## config.mk

```make
export PLATFORM = sky130hd
export DESIGN_NAME = control_unit
export DESIGN_NICKNAME = d
export VERILOG_FILES = /design/src/rtl/control_unit.sv
export SDC_FILE = /design/constraint.sdc
export NUM_CORES = 1
export LEC_CHECK = 0
export CORE_AREA = 2 2 48 50
export CTS_CLUSTER_SIZE = 14
export DETAILED_ROUTE_END_ITERATION = 10
export DIE_AREA = 0 0 50 52
export DONT_BUFFER_PORTS = 1
export SETUP_SLACK_MARGIN = 0.5
export SLEW_MARGIN = 10
export SYNTH_ARGS = -nofsm -noshare
export SYNTH_HDL_FRONTEND = slang
export SYNTH_SLANG_ARGS = --single-unit
```

## constraint.sdc

```tcl
create_clock -name clock -period 1.36 [get_ports clock]
set_input_delay 0.136 -clock clock [delete_from_list [all_inputs] [get_ports clock]]
set_output_delay 0.136 -clock clock [all_outputs]
set_load 0.05 [all_outputs]
```

## src/rtl/control_unit.sv

```systemverilog
// Hardwired T-state sequencer for the single-bus datapath: fetch (T0..T2), decode (T3), 3-register ALU execute (T4..T5).
// Optional build macro ILLEGAL_TRAP_EN: unknown opcodes halt the controller with a sticky illegal flag.
module control_unit #(
    parameter int NREGS = 16,
    parameter int OPW   = 5
) (
    input  logic             clock,
    input  logic             clear,
    input  logic             run,
    input  logic [31:0]      ir,
    input  logic             mem_ready,
    output logic             pco,
    output logic             pci,
    output logic             incpc,
    output logic             mari,
    output logic             mdri,
    output logic             mdro,
    output logic             read,
    output logic             iri,
    output logic             yi,
    output logic             zi,
    output logic             zlowo,
    output logic [NREGS-1:0] rin,
    output logic [NREGS-1:0] rout,
    output logic [OPW-1:0]   alu_op,
    output logic             halted,
    output logic             illegal,
    output logic [3:0]       state
);

    typedef enum logic [3:0] {
        S_IDLE = 4'd0,
        S_T0   = 4'd1,
        S_T1   = 4'd2,
        S_T1W  = 4'd3,
        S_T2   = 4'd4,
        S_T3   = 4'd5,
        S_T4   = 4'd6,
        S_T5   = 4'd7,
        S_HALT = 4'd8
    } state_t;

    localparam logic [OPW-1:0] OP_ADD  = OPW'(5'd3);
    localparam logic [OPW-1:0] OP_SUB  = OPW'(5'd4);
    localparam logic [OPW-1:0] OP_AND  = OPW'(5'd5);
    localparam logic [OPW-1:0] OP_OR   = OPW'(5'd6);
    localparam logic [OPW-1:0] OP_SHR  = OPW'(5'd7);
    localparam logic [OPW-1:0] OP_SHL  = OPW'(5'd8);
    localparam logic [OPW-1:0] OP_NOP  = OPW'(5'd26);
    localparam logic [OPW-1:0] OP_HALT = OPW'(5'd27);

    state_t           state_r;
    state_t           state_next_s;
    logic [OPW-1:0]   op_s;
    logic [3:0]       ra_s;
    logic [3:0]       rb_s;
    logic [3:0]       rc_s;
    logic             unknown_s;
    logic             unused_ir_s;

    // One-hot register select; indices beyond the register file wrap around.
    function automatic logic [NREGS-1:0] reg_sel(input logic [3:0] idx);
        logic [NREGS-1:0] v;
        for (int i = 0; i < NREGS; i++) begin
            v[i] = ((int'(idx) % NREGS) == i);
        end
        return v;
    endfunction

    assign op_s        = ir[31 -: OPW];
    assign ra_s        = ir[26:23];
    assign rb_s        = ir[22:19];
    assign rc_s        = ir[18:15];
    assign unused_ir_s = ^ir[14:0];
    assign state       = state_r;

    // State register; clear abandons any instruction in flight.
    always_ff @(posedge clock or negedge clear) begin
        if (!clear) begin
            state_r <= S_IDLE;
        end else begin
            state_r <= state_next_s;
        end
    end

`ifdef ILLEGAL_TRAP_EN
    logic illegal_r;

    // Sticky trap flag, raised on the decode cycle that sees an unknown opcode.
    always_ff @(posedge clock or negedge clear) begin
        if (!clear) begin
            illegal_r <= 1'b0;
        end else if (state_r == S_T3 && unknown_s) begin
            illegal_r <= 1'b1;
        end else begin
            illegal_r <= illegal_r;
        end
    end

    assign illegal = illegal_r;
`else
    assign illegal = (state_r == S_T3) && unknown_s;
`endif

    // Next-state and datapath enable decode from the current T-state and IR.
    always_comb begin
        state_next_s = state_r;
        unknown_s    = 1'b0;
        pco          = 1'b0;
        pci          = 1'b0;
        incpc        = 1'b0;
        mari         = 1'b0;
        mdri         = 1'b0;
        mdro         = 1'b0;
        read         = 1'b0;
        iri          = 1'b0;
        yi           = 1'b0;
        zi           = 1'b0;
        zlowo        = 1'b0;
        rin          = '0;
        rout         = '0;
        alu_op       = '0;
        halted       = 1'b0;
        case (state_r)
            S_IDLE: begin
                if (run) begin
                    state_next_s = S_T0;
                end else begin
                    state_next_s = S_IDLE;
                end
            end
            S_T0: begin
                pco          = 1'b1;
                mari         = 1'b1;
                incpc        = 1'b1;
                zi           = 1'b1;
                state_next_s = S_T1;
            end
            S_T1, S_T1W: begin
                // PC is reloaded only on the first read cycle, never while waiting.
                pci   = (state_r == S_T1);
                zlowo = (state_r == S_T1);
                read  = 1'b1;
                mdri  = 1'b1;
                if (mem_ready) begin
                    state_next_s = S_T2;
                end else begin
                    state_next_s = S_T1W;
                end
            end
            S_T2: begin
                mdro         = 1'b1;
                iri          = 1'b1;
                state_next_s = S_T3;
            end
            S_T3: begin
                case (op_s)
                    OP_ADD, OP_SUB, OP_AND, OP_OR, OP_SHR, OP_SHL: begin
                        rout         = reg_sel(rb_s);
                        yi           = 1'b1;
                        state_next_s = S_T4;
                    end
                    OP_NOP:  state_next_s = S_T0;
                    OP_HALT: state_next_s = S_HALT;
                    default: begin
                        unknown_s = 1'b1;
`ifdef ILLEGAL_TRAP_EN
                        state_next_s = S_HALT;
`else
                        state_next_s = S_T0;
`endif
                    end
                endcase
            end
            S_T4: begin
                rout         = reg_sel(rc_s);
                zi           = 1'b1;
                alu_op       = op_s;
                state_next_s = S_T5;
            end
            S_T5: begin
                zlowo        = 1'b1;
                rin          = reg_sel(ra_s);
                state_next_s = S_T0;
            end
            S_HALT: begin
                halted       = 1'b1;
                state_next_s = S_HALT;
            end
            default: state_next_s = S_IDLE;
        endcase
    end

endmodule

```

==> qor.csv, run 1 <==
stage,metric,value,unit
yosys,netlist.area_leader.share,12.1,%
outcome,haltStage,detailed placement (3_5_place_dp),
yosys,synth_seq_cells,4,
yosys,syn_inst,125,
yosys,synth_area_leaders,"dfrtp_1, nor2_1, o22ai_1, nand2b_1, nor3_1",
die,die_w,50,um
die,fp.dieH,52,um
yosys,syn-num-nets,161,
placement,place_congestion,0.849,
yosys,synth_area,826,sq um
yosys,ys_types,35,
placement,io_buffers,0,
yosys,ys_top_cells_by_count,"nor2_1, nand2_1, nor3_1, o22ai_1, nand2b_1",
yosys,synth-edff-count,0,
yosys,yosys.area.top_type,dfrtp_1,
die,io_pins,90,
yosys,synth_area_per_cell,6.61,sq um
yosys,yosysMostFrequentCell,nor2_1,
yosys,synth_warnings,0,
yosys,ys_seq_area_share,12.1,%
die,rows,17,
yosys,ys_async_sr_fraction,100,%
die,initial_core_util,39.2,%
outcome,first-error,"Error: detail_place.tcl, 38 bad optional access",
outcome,outcome,did not finish,
yosys,ys.flop_type,dfrtp_1,
[kinds of logic after synthesis]
family	count (synthesis)	synth area share, %
simple gates	86	61.2
xor+xnor	1	1.06
flops	4	12.1
buf+inv	11	7.12
compound gates	23	18.5
[metrics by stage]
stage | setup slack, ps | instances
2_1_floorplan | -629 | 125
3_3_place_gp | -378 | 206
==> run 2: changes to the inputs <==
Settings changed: CORE_AREA 2 2 48 50 to 2 2 63 65, CTS_CLUSTER_SIZE 14 to unset, DIE_AREA 0 0 50 52 to 0 0 65 67, PLACE_DENSITY_LB_ADDON set to 0.15, SETUP_SLACK_MARGIN 0.5 to unset.
Clock period 1.36 ns to 1.8 ns, I/O delays scaled along.
==> qor.csv, run 2 <==
stage,metric,value,unit,change
yosys,yosys.area.top_type,dfrtp_1,,
sta,setup_slack,-140,ps,
yosys,ys_types,35,,unchanged
yosys,synth_area_per_cell,6.61,sq um,unchanged
final_layout,final_common_cell,buf_12,,
yosys,ys.flop_type,dfrtp_1,,
critical_path,cp_top_family,simple AND/OR/NAND/NOR gates,,
sta,fin_worst_hold_slack,178,ps,
critical_path,crit_type,reg -> out,,
yosys,synth-edff-count,0,,unchanged
yosys,syn_inst,125,,unchanged
critical_path,path_cells,nand2b_4 > or3_4 > or2_4 > nor3_4 > buf_12,,
critical_path,rrSetupSlack,440,ps,
detailed_routing,drt-wirelength-per-cell,16.3,um,
clock_network,clk_latency,220,ps,
critical_path,cp.required,1620,ps,
sta,period_share,108,%,
critical_path,cp.arrival,1760,ps,
detailed_routing,drt_pass1_iterations,4,,
critical_path,crit_buf_inv,1,,
pwr,peakVddDrop,445,uV,
yosys,syn-num-nets,161,,unchanged
detailed_routing,wl_met3,367,um,
clock_network,clock_path_buffers,2,,
sta,maxSlewHeadroom,70.5,%,
die,core,3610,sq um,
yosys,yosysMostFrequentCell,nor2_1,,
critical_path,cp_slowest_cell,dfrtp_2,,
clock_network,cts_buffers,3,,
critical_path,crit_fanout,4,,
placement,dp.cells,221,,
grt,globalRoute.totalOverflow,0,,
final_layout,multi_input_area,1230,sq um,
detailed_routing,vias,1189,,
placement,place_congestion,0.739,,-13%
sta,finalHoldViolCount,0,,
final_layout,layout.nets,221,,
detailed_routing,drc,0,,
outcome,violations,negative setup slack,,
placement,dpl_worst_slack,-54.0,ps,
clock_network,htree_levels,1,,
placement,io_buffers,0,,unchanged
final_layout,n_antenna_cell,0,,
sta,tightest_slew,442,ps,
final_layout,final_cell_mix,"buf_12, buf_4, nor2_4",,
die,initial_core_util,22.9,%,-16 points
sta,fmax,515,MHz,
grt,grt_max_degree,11,,
pwr,power.density,954,nW/um^2,
final_layout,finalInstanceArea,2460,sq um,
sta,finalMaxSlewViolations,0,,
sta,period_needed,1940,ps,
detailed_routing,viasPerCell,5.15,,
yosys,ys_top_cells_by_count,"nor2_1, nand2_1, nor3_1, o22ai_1, nand2b_1",,
final_layout,regArea,105,sq um,
detailed_routing,routed_wl,3.78,mm,
detailed_routing,dr_wl_met2,2.13,mm,
pwr,cell_internal_pwr,1.00,mW,
placement,placed_area,2210,sq um,
clock_network,cts_num_sinks,4,,
final_layout,final_cells,231,,
final_layout,final_layout_size_suffix_gt1_share,76.0,%,
pwr,switching_share,57.3,%,
sta,setup_tns,-1760,ps,
die,die_area,4360,sq um,
grt,antenna_found_initial,0,,
sta,skew,6.93,ps,
die,die_w,65,um,+30%
yosys,synth_area_leaders,"dfrtp_1, nor2_1, o22ai_1, nand2b_1, nor3_1",,
pwr,p_clk_share,8.0,%,
yosys,ys_async_sr_fraction,100,%,unchanged
yosys,synth_warnings,0,,unchanged
clock_network,cts_tree,yes,,
pwr,seqPwrFrac,8.0,%,
grt,grt_pass1_vias,1252,,
grt,grt_usage,18.5,%,
yosys,netlist.area_leader.share,12.1,%,unchanged
sta,setup_viol,28,,
die,rows,22,,+5
pwr,power_switching,1.35,mW,
pwr,p_leak,0.860,nW,
final_layout,largest_register_ffs,4,,
yosys,synth_seq_cells,4,,unchanged
critical_path,critPathMaxStageDelay,410,ps,
outcome,outcome,"finished, violations left",,
clock_network,cts_root_buffer,clkbuf_8,,
sta,rsz0062_at_grt,yes,,
detailed_routing,ant_nets,0,,
flow_run,drv_cap,0,,
final_layout,n_fill_cell,257,,
placement,hpwl,3.22,mm,
pwr,finalPower,2.35,mW,
clock_network,clk_pin_slew_worst_paths,30,ps,
yosys,ys_seq_area_share,12.1,%,unchanged
die,fp.dieH,67,um,+29%
min_path,hold_path.class,in -> reg,,
critical_path,critPathLaunchType,register,,
detailed_routing,highest_layer,met4,,
yosys,synth_area,826,sq um,unchanged
detailed_routing,m1WireLength,1.23,mm,
final_layout,synthToLayoutAreaGrowth,198,%,
detailed_routing,drt_iter0_drc,19,,
final_layout,final_core_util,68.3,%,
pwr,comb_power_share,84.0,%,
die,io_pins,90,,unchanged
critical_path,crit_path_end_kind,output port,,
grt,grt_pass1_wl,6.25,mm,
-- run 2: cell counts after synthesis --
Identical to the previous run, type by type.
-- run 2: per-layer routing --
layer | global-route usage [%] | vias to the layer above
li1 | - | 573
met1 | 17.5 | 553
met2 | 37.8 | 57
met3 | 5.57 | 6
met4 | 4.79 | 0
met5 | 0 | -
-- run 2: timing repair --
item                       in CTS  in global routing
pin swaps                      18                 23
hold endpoints to repair        4                  0
gates cloned                    0                  0
resized for setup              15                 13
setup buffers                   3                  3
hold buffers                    1                  0
setup endpoints to repair      40                 39
-- run 2: path summary, 6_finish.rpt --
path,startpoint,end,cells past startpoint
max in group asynchronous,clear,state[1],1
hold reg to reg,state[3],state[2],2
setup reg to reg,state[1],state[1],5
setup / recovery,state[3],rin[12],5
min in group asynchronous,clear,state[2],1
hold / removal,ir[27],state[3],2
-- run 2: power by group through the flow --
stage	clock (mW)	sequential [mW]	combinational, mW
6_report	0.189	0.187	1.97
5_1_grt	0.201	0.195	2.06
3_5_place_dp	0	0.196	1.78
2_1_floorplan	0	0.297	1.21
3_3_place_gp	0	0.192	1.75
4_1_cts	0.193	0.202	1.90
-- run 2: cells by family after synthesis --
group / count (synthesis) / synth area share (%)
compound gates: 23 / 18.5
flops: 4 / 12.1
buf+inv: 11 / 7.12
xor+xnor: 1 / 1.06
simple gates: 86 / 61.2
-- run 2: area by class of cell --
type                            count  area share (%)
Clock buffer                        3            1.68
Timing Repair Buffer               62            41.0
Multi-Input combinational cell    110            50.0
Sequential cell                     4            4.27
Tap cell                           48            2.44
Inverter                            4           0.610
No activity file was read; power rests on OpenSTA's default activity.
==> run 3: changes to the inputs <==
Settings changed: ABC_CLOCK_PERIOD_IN_PS set to 1800.
==> results of run 3 <==
No change in the layout: final DEF, timing and power equal those of run 2.
==> run 4: changes to the inputs <==
Settings changed: CAP_MARGIN set to 30, SKIP_CTS_REPAIR_TIMING set to 1.
==> qor.csv, run 4 (same netlist as run 2, synthesis figures left out) <==
stage,metric,value,unit,change
pwr,power.density,966,nW/um^2,+1.3%
critical_path,critPathLaunchType,register,,
flow_run,drv_cap,0,,unchanged
sta,maxSlewHeadroom,70.7,%,+0.13 points
critical_path,crit_fanout,4,,unchanged
min_path,min_from,ir[27],,
die,io_pins,90,,unchanged
final_layout,largest_register_ffs,4,,unchanged
clock_network,cts_root_buffer,clkbuf_8,,
final_layout,synthToLayoutAreaGrowth,197,%,
critical_path,cp_top_family,simple AND/OR/NAND/NOR gates,,
min_path,hold_path.class,in -> reg,,
final_layout,final_cells,234,,+1.3%
grt,globalRoute.totalOverflow,0,,unchanged
final_layout,final_core_util,68.1,%,-0.14 points
sta,skew,8.09,ps,+1.16 ps
pwr,power_switching,1.35,mW,+0.25%
critical_path,cp.arrival,1790,ps,+30 ps
sta,period_needed,1970,ps,+34.3 ps
pwr,seqPwrFrac,8.1,%,about the same
grt,grt_pass1_vias,1199,,-4.2%
grt,grt_usage,17.7,%,-0.72 points
detailed_routing,ant_nets,0,,unchanged
sta,fmax,506,MHz,-1.7%
sta,setup_tns,-2430,ps,-668 ps
min_path,hold-path-cell-count,2,,unchanged
critical_path,crit_type,reg -> out,,
critical_path,worst_r2r_endpoint,state[3],,
detailed_routing,viasPerCell,5.09,,-1.1%
die,die_area,4360,sq um,unchanged
outcome,violations,negative setup slack,,
detailed_routing,vias,1191,,+0.17%
clock_network,htree_levels,1,,unchanged
pwr,peakVddDrop,443,uV,-0.63%
sta,setup_viol,38,,+36%
grt,grt_pass1_wl,6.02,mm,-3.6%
pwr,finalPower,2.37,mW,+1.1%
critical_path,crit_buf_inv,1,,unchanged
critical_path,critPathMaxStageDelay,410,ps,about the same
detailed_routing,drt-wirelength-per-cell,16.3,um,-0.24%
sta,period_share,110,%,+1.9 points
sta,rsz0062_at_grt,yes,,
clock_network,clk_pin_slew_worst_paths,30,ps,about the same
placement,io_buffers,0,,unchanged
die,die_w,65,um,unchanged
detailed_routing,drt_pass1_iterations,4,,unchanged
outcome,outcome,"finished, violations left",,
min_path,hold_end,state[3],,
clock_network,clock_path_buffers,2,,unchanged
sta,finalMaxSlewViolations,0,,unchanged
die,rows,22,,unchanged
final_layout,final_cell_mix,"buf_12, buf_4, nor2_4, o22ai_4, nor3_4",,
critical_path,reg2reg_depth,4,,-1
grt,antenna_found_initial,0,,unchanged
pwr,switching_share,56.8,%,-0.47 points
clock_network,cts_num_sinks,4,,unchanged
sta,fin_worst_hold_slack,181,ps,+3.64 ps
clock_network,clk_latency,220,ps,about the same
critical_path,r2r-start,state[3],,
pwr,cell_internal_pwr,1.02,mW,+2.2%
pwr,p_leak,0.869,nW,+0.98%
final_layout,final_common_cell,buf_12,,
die,fp.dieH,67,um,unchanged
die,core,3610,sq um,unchanged
final_layout,n_antenna_cell,0,,unchanged
final_layout,multi_input_area,1200,sq um,-2.5%
final_layout,final_layout_size_suffix_gt1_share,76.9,%,+0.93 points
detailed_routing,drc,0,,unchanged
clock_network,cts_tree,yes,,
critical_path,cp_slowest_cell,dfrtp_2,,
final_layout,layout.nets,224,,+1.4%
placement,hpwl,3.22,mm,unchanged
detailed_routing,drt_iter0_drc,30,,+11
sta,finalHoldViolCount,0,,unchanged
clock_network,cts_buffers,3,,unchanged
critical_path,rrSetupSlack,460,ps,+20 ps
final_layout,n_fill_cell,257,,unchanged
die,initial_core_util,22.9,%,unchanged
final_layout,regArea,105,sq um,unchanged
detailed_routing,routed_wl,3.82,mm,+1.1%
placement,dp.cells,221,,unchanged
sta,setup_slack,-175,ps,-34.3 ps
critical_path,cp.required,1620,ps,about the same
grt,grt_max_degree,11,,unchanged
pwr,p_clk_share,8.1,%,about the same
critical_path,path_cells,nand2b_4 > or3_1 > or2_4 > nor3_4 > buf_12,,
placement,place_congestion,0.739,,unchanged
sta,tightest_slew,440,ps,-1.94 ps
pwr,comb_power_share,83.9,%,about the same
critical_path,crit_path_end_kind,output port,,
[run 4: cell types whose count changed in the layout (fill, tap and decap cells not counted), sizes merged]
cell and change:
buf +3
[run 4: worst max path at each step]
| stage | startpoint | end | slack (ps) | cells after the start |
|---|---|---|---|---|
| 5_1_grt | state[3] | rin[12] | -230 | 5 |
| 4_1_cts | state[3] | rout[12] | -250 | 6 |
| 3_3_place_gp | ir[28] | rout[1] | -40 | 5 |
| 2_1_floorplan | state[3] | rin[12] | -260 | 4 |
| 3_5_place_dp | ir[28] | rout[9] | -50 | 5 |
| 6_report | state[3] | rin[12] | -170 | 5 |
[run 4: final cells by class]
class / count / area share (%)
Clock buffer: 3 / 1.68
Sequential cell: 4 / 4.28
Timing Repair Buffer: 65 / 42.2
Multi-Input combinational cell: 110 / 48.8
Inverter: 4 / 0.611
Tap cell: 48 / 2.45
[run 4: stage by stage]
step | area (sq um) | setup WS [ps]
detailed placement | 2210 | -54.0
CTS | 2250 | -247
global route | 2460 | -232
finish | 2460 | -175
floorplan | 1270 | -261
global placement | 2210 | -35.1
[run 4: metal layers]
layer / vias to the layer above / track usage [%] / routed length, um
met5: - / 0 / 0
met1: 547 / 18.1 / 1220
met3: 8 / 4.90 / 369
met4: 0 / 4.52 / 67
met2: 61 / 35.1 / 2160
li1: 575 / - / -
[run 4: worst reg2reg max path: cells and delay by family, from the launching register on]
family	cells	cell delay (ps)
compound gates	1	210
buf+inv	1	130
simple gates	2	480
flops	1	410
[run 4: power groups by stage]
stage               logic, mW  registers, mW  clock network [mW]
floorplan                1.21          0.297                   0
global placement         1.75          0.192                   0
detailed placement       1.78          0.196                   0
CTS                      1.78          0.195               0.193
global route             2.08          0.202               0.202
finish                   1.99          0.191               0.191
